--- src/rtl/alu_rr_arbiter.sv ---
// Round-robin front end that shares one external 4-bit ALU between two requesters.
// One operation is in flight at a time: accept, let the registered operands settle through the ALU, then hold the response.
module alu_rr_arbiter #(
  parameter int DATA_W = 4,
  parameter int OP_W   = 3,
  parameter int CNT_W  = 8
) (
  input  logic              clk,
  input  logic              rst_n,
  input  logic              req0_valid,
  output logic              req0_ready,
  input  logic [DATA_W-1:0] req0_a,
  input  logic [DATA_W-1:0] req0_b,
  input  logic [OP_W-1:0]   req0_op,
  input  logic              req1_valid,
  output logic              req1_ready,
  input  logic [DATA_W-1:0] req1_a,
  input  logic [DATA_W-1:0] req1_b,
  input  logic [OP_W-1:0]   req1_op,
  output logic              rsp0_valid,
  input  logic              rsp0_ready,
  output logic [DATA_W-1:0] rsp0_result,
  output logic [2:0]        rsp0_flags,
  output logic              rsp0_err,
  output logic              rsp1_valid,
  input  logic              rsp1_ready,
  output logic [DATA_W-1:0] rsp1_result,
  output logic [2:0]        rsp1_flags,
  output logic              rsp1_err,
  output logic [DATA_W-1:0] alu_a,
  output logic [DATA_W-1:0] alu_b,
  output logic [OP_W-1:0]   alu_op,
  input  logic [DATA_W-1:0] alu_result,
  input  logic              alu_zf,
  input  logic              alu_sf,
  input  logic              alu_of,
  output logic [CNT_W-1:0]  ops_done
);

  localparam logic [1:0] ST_IDLE = 2'd0;
  localparam logic [1:0] ST_EXEC = 2'd1;
  localparam logic [1:0] ST_RESP = 2'd2;

  localparam logic [OP_W-1:0] OP_ILLEGAL = {OP_W{1'b1}};

  logic [1:0]        rstSyncQ;
  logic              rstSyncN;

  logic [1:0]        stateQ, stateD;
  logic              ownerQ, ownerD;
  logic              lastQ, lastD;
  logic              errQ, errD;
  logic [DATA_W-1:0] aluAQ, aluAD;
  logic [DATA_W-1:0] aluBQ, aluBD;
  logic [OP_W-1:0]   aluOpQ, aluOpD;
  logic [1:0]        rspValidQ, rspValidD;
  logic [DATA_W-1:0] rspResultQ [2];
  logic [DATA_W-1:0] rspResultD [2];
  logic [2:0]        rspFlagsQ [2];
  logic [2:0]        rspFlagsD [2];
  logic [1:0]        rspErrQ, rspErrD;
  logic [CNT_W-1:0]  opsQ, opsD;

  logic              grantOne;
  logic              canAccept;
  logic              ownerRspReady;
  logic [DATA_W-1:0] selA, selB;
  logic [OP_W-1:0]   selOp;

  // Reset asserts immediately but releases two clocks later, clear of the clock edge.
  always_ff @(posedge clk or negedge rst_n) begin
    if (!rst_n) begin
      rstSyncQ <= 2'b00;
    end else begin
      rstSyncQ <= {rstSyncQ[0], 1'b1};
    end
  end

  assign rstSyncN = rstSyncQ[1];

  // lastQ=1 after reset, so a tie initially goes to requester 0.
  assign grantOne  = (req0_valid && req1_valid) ? ~lastQ : req1_valid;
  assign canAccept = (stateQ == ST_IDLE) && rstSyncN && (req0_valid || req1_valid);

  assign req0_ready = canAccept && !grantOne;
  assign req1_ready = canAccept && grantOne;

  assign selA  = grantOne ? req1_a  : req0_a;
  assign selB  = grantOne ? req1_b  : req0_b;
  assign selOp = grantOne ? req1_op : req0_op;

  assign ownerRspReady = ownerQ ? rsp1_ready : rsp0_ready;

  always_comb begin
    stateD     = stateQ;
    ownerD     = ownerQ;
    lastD      = lastQ;
    errD       = errQ;
    aluAD      = aluAQ;
    aluBD      = aluBQ;
    aluOpD     = aluOpQ;
    rspValidD  = rspValidQ;
    rspResultD = rspResultQ;
    rspFlagsD  = rspFlagsQ;
    rspErrD    = rspErrQ;
    opsD       = opsQ;

    case (stateQ)
      ST_IDLE: begin
        if (canAccept) begin
          ownerD = grantOne;
          aluAD  = selA;
          aluBD  = selB;
          // The illegal opcode still runs a harmless add; its result is discarded in EXEC.
          if (selOp == OP_ILLEGAL) begin
            aluOpD = '0;
            errD   = 1'b1;
          end else begin
            aluOpD = selOp;
            errD   = 1'b0;
          end
          stateD = ST_EXEC;
        end
      end
      ST_EXEC: begin
        rspResultD[ownerQ] = errQ ? '0 : alu_result;
        rspFlagsD[ownerQ]  = errQ ? 3'b000 : {alu_zf, alu_sf, alu_of};
        rspErrD[ownerQ]    = errQ;
        rspValidD[ownerQ]  = 1'b1;
        stateD             = ST_RESP;
      end
      ST_RESP: begin
        if (ownerRspReady) begin
          rspValidD[ownerQ] = 1'b0;
          opsD              = opsQ + CNT_W'(1);
          lastD             = ownerQ;
          stateD            = ST_IDLE;
        end
      end
      default: begin
        stateD = ST_IDLE;
      end
    endcase
  end

  always_ff @(posedge clk or negedge rstSyncN) begin
    if (!rstSyncN) begin
      stateQ        <= ST_IDLE;
      ownerQ        <= 1'b0;
      lastQ         <= 1'b1;
      errQ          <= 1'b0;
      aluAQ         <= '0;
      aluBQ         <= '0;
      aluOpQ        <= '0;
      rspValidQ     <= 2'b00;
      rspResultQ[0] <= '0;
      rspResultQ[1] <= '0;
      rspFlagsQ[0]  <= 3'b000;
      rspFlagsQ[1]  <= 3'b000;
      rspErrQ       <= 2'b00;
      opsQ          <= '0;
    end else begin
      stateQ     <= stateD;
      ownerQ     <= ownerD;
      lastQ      <= lastD;
      errQ       <= errD;
      aluAQ      <= aluAD;
      aluBQ      <= aluBD;
      aluOpQ     <= aluOpD;
      rspValidQ  <= rspValidD;
      rspResultQ <= rspResultD;
      rspFlagsQ  <= rspFlagsD;
      rspErrQ    <= rspErrD;
      opsQ       <= opsD;
    end
  end

  assign rsp0_valid  = rspValidQ[0];
  assign rsp1_valid  = rspValidQ[1];
  assign rsp0_result = rspResultQ[0];
  assign rsp1_result = rspResultQ[1];
  assign rsp0_flags  = rspFlagsQ[0];
  assign rsp1_flags  = rspFlagsQ[1];
  assign rsp0_err    = rspErrQ[0];
  assign rsp1_err    = rspErrQ[1];
  assign alu_a       = aluAQ;
  assign alu_b       = aluBQ;
  assign alu_op      = aluOpQ;
  assign ops_done    = opsQ;

endmodule
--- config.mk ---
export PLATFORM = sky130hd
export DESIGN_NAME = alu_rr_arbiter
export DESIGN_NICKNAME = d
export VERILOG_FILES = /design/src/rtl/alu_rr_arbiter.sv
export SDC_FILE = /design/constraint.sdc
export NUM_CORES = 1
export LEC_CHECK = 0
export ABC_AREA = 1
export BUFFER_PORTS_ARGS = -buffer_cell sky130_fd_sc_hd__buf_2
export CORE_MARGIN = 10
export CORE_UTILIZATION = 49
export DETAILED_ROUTE_END_ITERATION = 8
export PLACE_DENSITY = 0.79
export SLEW_MARGIN = 20
export SYNTH_ARGS = -nofsm -noshare
export SYNTH_HDL_FRONTEND = slang
export SYNTH_SLANG_ARGS = --single-unit
--- constraint.sdc ---
create_clock -name clk -period 2.7 [get_ports clk]
set_input_delay 0.405 -clock clk [delete_from_list [all_inputs] [get_ports clk]]
set_output_delay 0.405 -clock clk [all_outputs]
set_load 0.05 [all_outputs]
==> impl_metrics.py <==
metrics = {
    "cts": {
        "numCtsBuffers": 5,
        "tritoncts": "done",
        "insertion_delay_ns": 0.30,
        "cts_sinks": 44,
        "h-tree-depth": 2,
        "postCtsSetupBuffers": 0,
        "clk_path_buf_depth": 2,
        "post_cts_resized": 0,
        "cts_root_buf": "clkbuf_8",
        "clkTransAtPathRegs_ns": 0.07,
    },
    "critical_path": {
        "critPathMaxFanout": 9,
        "cp.arrival_ns": 1.62,
        "crit_family": "flip-flops",
        "cpPeakStageDelay_ns": 0.54,
        "cp-start-kind": "register",
        "path_class": "register to output port",
        "cp.required_ns": 2.30,
        "cp-end-kind": "output port",
        "slowest_stage": "dfstp_2",
        "worstPathCellList": "nand2_1 -> nand2_2 -> inv_2 -> nor2_8 -> buf_2",
        "path_buf_inv": 2,
    },
    "run_status": {
        "status": "finished clean",
    },
    "drt": {
        "routed_wirelength_um": 4760,
        "drc": 0,
        "wl_per_cell_um": 12.7,
        "viasPerCell": 4.66,
        "antenna_left": 0,
        "first_iter_violations": 80,
        "dr.pass1.iters": 4,
        "vias": 1737,
    },
    "timing": {
        "skew_ns": 0.00881,
        "max_freq_mhz": 493,
        "rsz0062_at_grt": "no",
        "relSlewSlack": 0.656,
        "hold_violations": 0,
        "setup-tns-final_ns": 0,
        "period_needed_ns": 2.03,
        "setup_viol": 0,
        "finalCritPeriodShare": 0.752,
        "final_max_slew_viol_count": 0,
        "tightest_slew_ns": 0.516,
    },
    "floorplan": {
        "io_pins": 74,
        "num_rows": 23,
        "start_util": 0.507,
        "core_um2": 4030,
        "die_area_um2": 7150,
        "die_x_um": 84.5,
        "fp.dieH_um": 84.5,
    },
    "synthesis": {
        "yosys_warnings": 0,
        "synth.distinct_cells": 24,
        "netlist_top_cells_area": "dfrtp_1 (53%), nand2_1 (21%), nor2_4 (3.9%)",
        "synth_largest_area_cell": "dfrtp_1",
        "ys_ff_latch": 44,
        "synthesis.area_um2": 2040,
        "syn_inst": 243,
        "syn-num-nets": 279,
        "ys_seq_area_frac": 0.540,
        "avgSynthCellArea_um2": 8.40,
        "synthDominantCellAreaShare": 0.527,
    },
    "grt": {
        "overflow": 0,
        "antenna_found_initial": 0,
        "grt_pass1_vias": 1800,
        "grt_max_degree": 43,
        "grtUsageTotal": 0.139,
        "grt_pass1_wl_um": 8290,
    },
    "finish": {
        "register_area_um2": 1100,
        "fin_nets": 359,
        "stdcell_count": 373,
        "syn_to_final_growth_pct": 25.9,
        "diodes": 0,
        "multi_input_area_um2": 833,
        "drive_above_1_share": 0.328,
        "n_fill_cell": 371,
    },
    "pwr": {
        "p_comb_frac": 0.533,
        "netSwitchingFraction": 0.532,
        "vdd_drop_max_mv": 0.594,
        "p_int_w": 0.00155,
        "power_frac_clock": 0.131,
        "p_switching_w": 0.00176,
        "seqPwrFrac": 0.337,
        "leakagePower_nw": 1.48,
        "power.density_nw_per_um2": 1290,
    },
    "place": {
        "portBuffers": 73,
        "dp_cells": 365,
        "dpl.hpwl_um": 3730,
        "gp_congestion": 0.799,
    },
    "min_path": {
        "hp-class": "input pin to register",
    },
    "run": {
        "cap_violations": 0,
    },
}
## layout by cell type, fill, tap and decap left out, drive strengths merged
master,instances
dfrtp,43
dfstp,1
nand3b,3
xor2,3
nand4,3
ha,1
dlygate4sd3,1
nand2,120
conb,1
nor2,18
inv,24
and2,2
buf,74
clkbuf,7
o21bai,1
o21ai,6
nand3,15
## power groups by stage
stage | sequential [W] | combinational, W | clock, W
2_1_floorplan | 0.00197 | 0.000515 | 0
3_5_place_dp | 0.00113 | 0.00179 | 0
6_report | 0.00112 | 0.00177 | 0.000433
4_1_cts | 0.00112 | 0.00179 | 0.000451
5_1_grt | 0.00116 | 0.00190 | 0.000485
3_3_place_gp | 0.00112 | 0.00177 | 0
## cells in the mapped netlist
master and count:
nand2_1 114, dfrtp_1 43, inv_1 18, nand3_1 15, nor2_1 8, nor2_4 7
inv_2 6, nand2_2 5, o21ai_0 4, nand4_1 3, xor2_1 3, and2_1 2
nand3b_1 2, nor2_2 2, o21ai_1 2, buf_6 1, clkbuf_1 1, conb_1 1
dfstp_2 1, ha_1 1, nand2_4 1, nand3b_4 1, nor2_8 1, o21bai_1 1
## flip-flops by register name, indices dropped and copies added, names as in the netlist, named ones only
name and flops:
alu_op 3, rsp0_flags 3, rsp1_flags 3, ops_done 8
rstSyncQ 2, rspErrQ 2, rsp0_result 4, alu_b 4
lastQ 1, alu_a 4, errQ 1, ownerQ 1
stateQ 2, rsp1_result 4
## worst register-to-register path, stage by stage, from the launching register on
cell,delay (ns)
dfstp_2,0.54
nand2_1,0.10
nand2_2,0.15
nand2_1,0.07
nand2_1,0.11
nand3_1,0.12
nand2_1,0.08
nand2_1,0.04
## what timing repair did
item	in CTS	in global routing
endpoints found under the setup margin	0	0
hold buffers	1	0
endpoints found under the hold margin	2	0
## cell type report
type                            instances  share of cell area
Inverter                               24              0.0351
Clock buffer                            7              0.0375
Tap cell                               50              0.0244
Sequential cell                        44               0.430
Multi-Input combinational cell        173               0.324
Timing Repair Buffer                   75               0.149
## logic make-up after synthesis
group           count (synthesis)  share of synthesized area
compound gates                  7                     0.0184
simple gates                  161                      0.369
other cells                     1                    0.00184
fa+ha+maj                       1                    0.00613
flops                          44                      0.540
xor+xnor                        3                     0.0129
buf+inv                        26                     0.0515
## stage by stage
stage / power [W] / cell area, um2 / hold WS, ns / utilization / setup slack (ns)
floorplan: 0.00248 / 2040 / 0.109 / - / 0.379
global placement: 0.00288 / 2460 / 0.193 / 0.611 / 0.951
detailed placement: 0.00292 / 2460 / 0.194 / 0.611 / 0.916
CTS: 0.00336 / 2570 / 0.302 / 0.638 / 0.650
global route: 0.00354 / 2570 / 0.311 / 0.638 / 0.580
finish: 0.00332 / 2570 / 0.313 / 0.638 / 0.671
## per-layer routing
| metal | part of all wire | vias up | global-route usage |
|---|---|---|---|
| li1 | - | 898 | - |
| met4 | 0.010 | 0 | 0.0434 |
| met1 | 0.42 | 775 | 0.163 |
| met3 | 0.092 | 4 | 0.0667 |
| met2 | 0.47 | 60 | 0.219 |
| met5 | 0 | - | 0 |
## worst paths after layout
kind                              from             to  cells past startpoint  slack, ns
setup / recovery                 lastQ     req0_ready                      5       0.67
hold / removal               req0_b[2]       alu_b[2]                      3       0.31
setup reg to reg                 lastQ      alu_op[0]                      7       1.38
min in group asynchronous  rstSyncQ[1]  rsp1_flags[2]                      1       0.41
hold reg to reg            rstSyncQ[0]    rstSyncQ[1]                      0       0.35
max in group asynchronous  rstSyncQ[1]          lastQ                      1       1.92
Power figures use the tool's default switching activity.
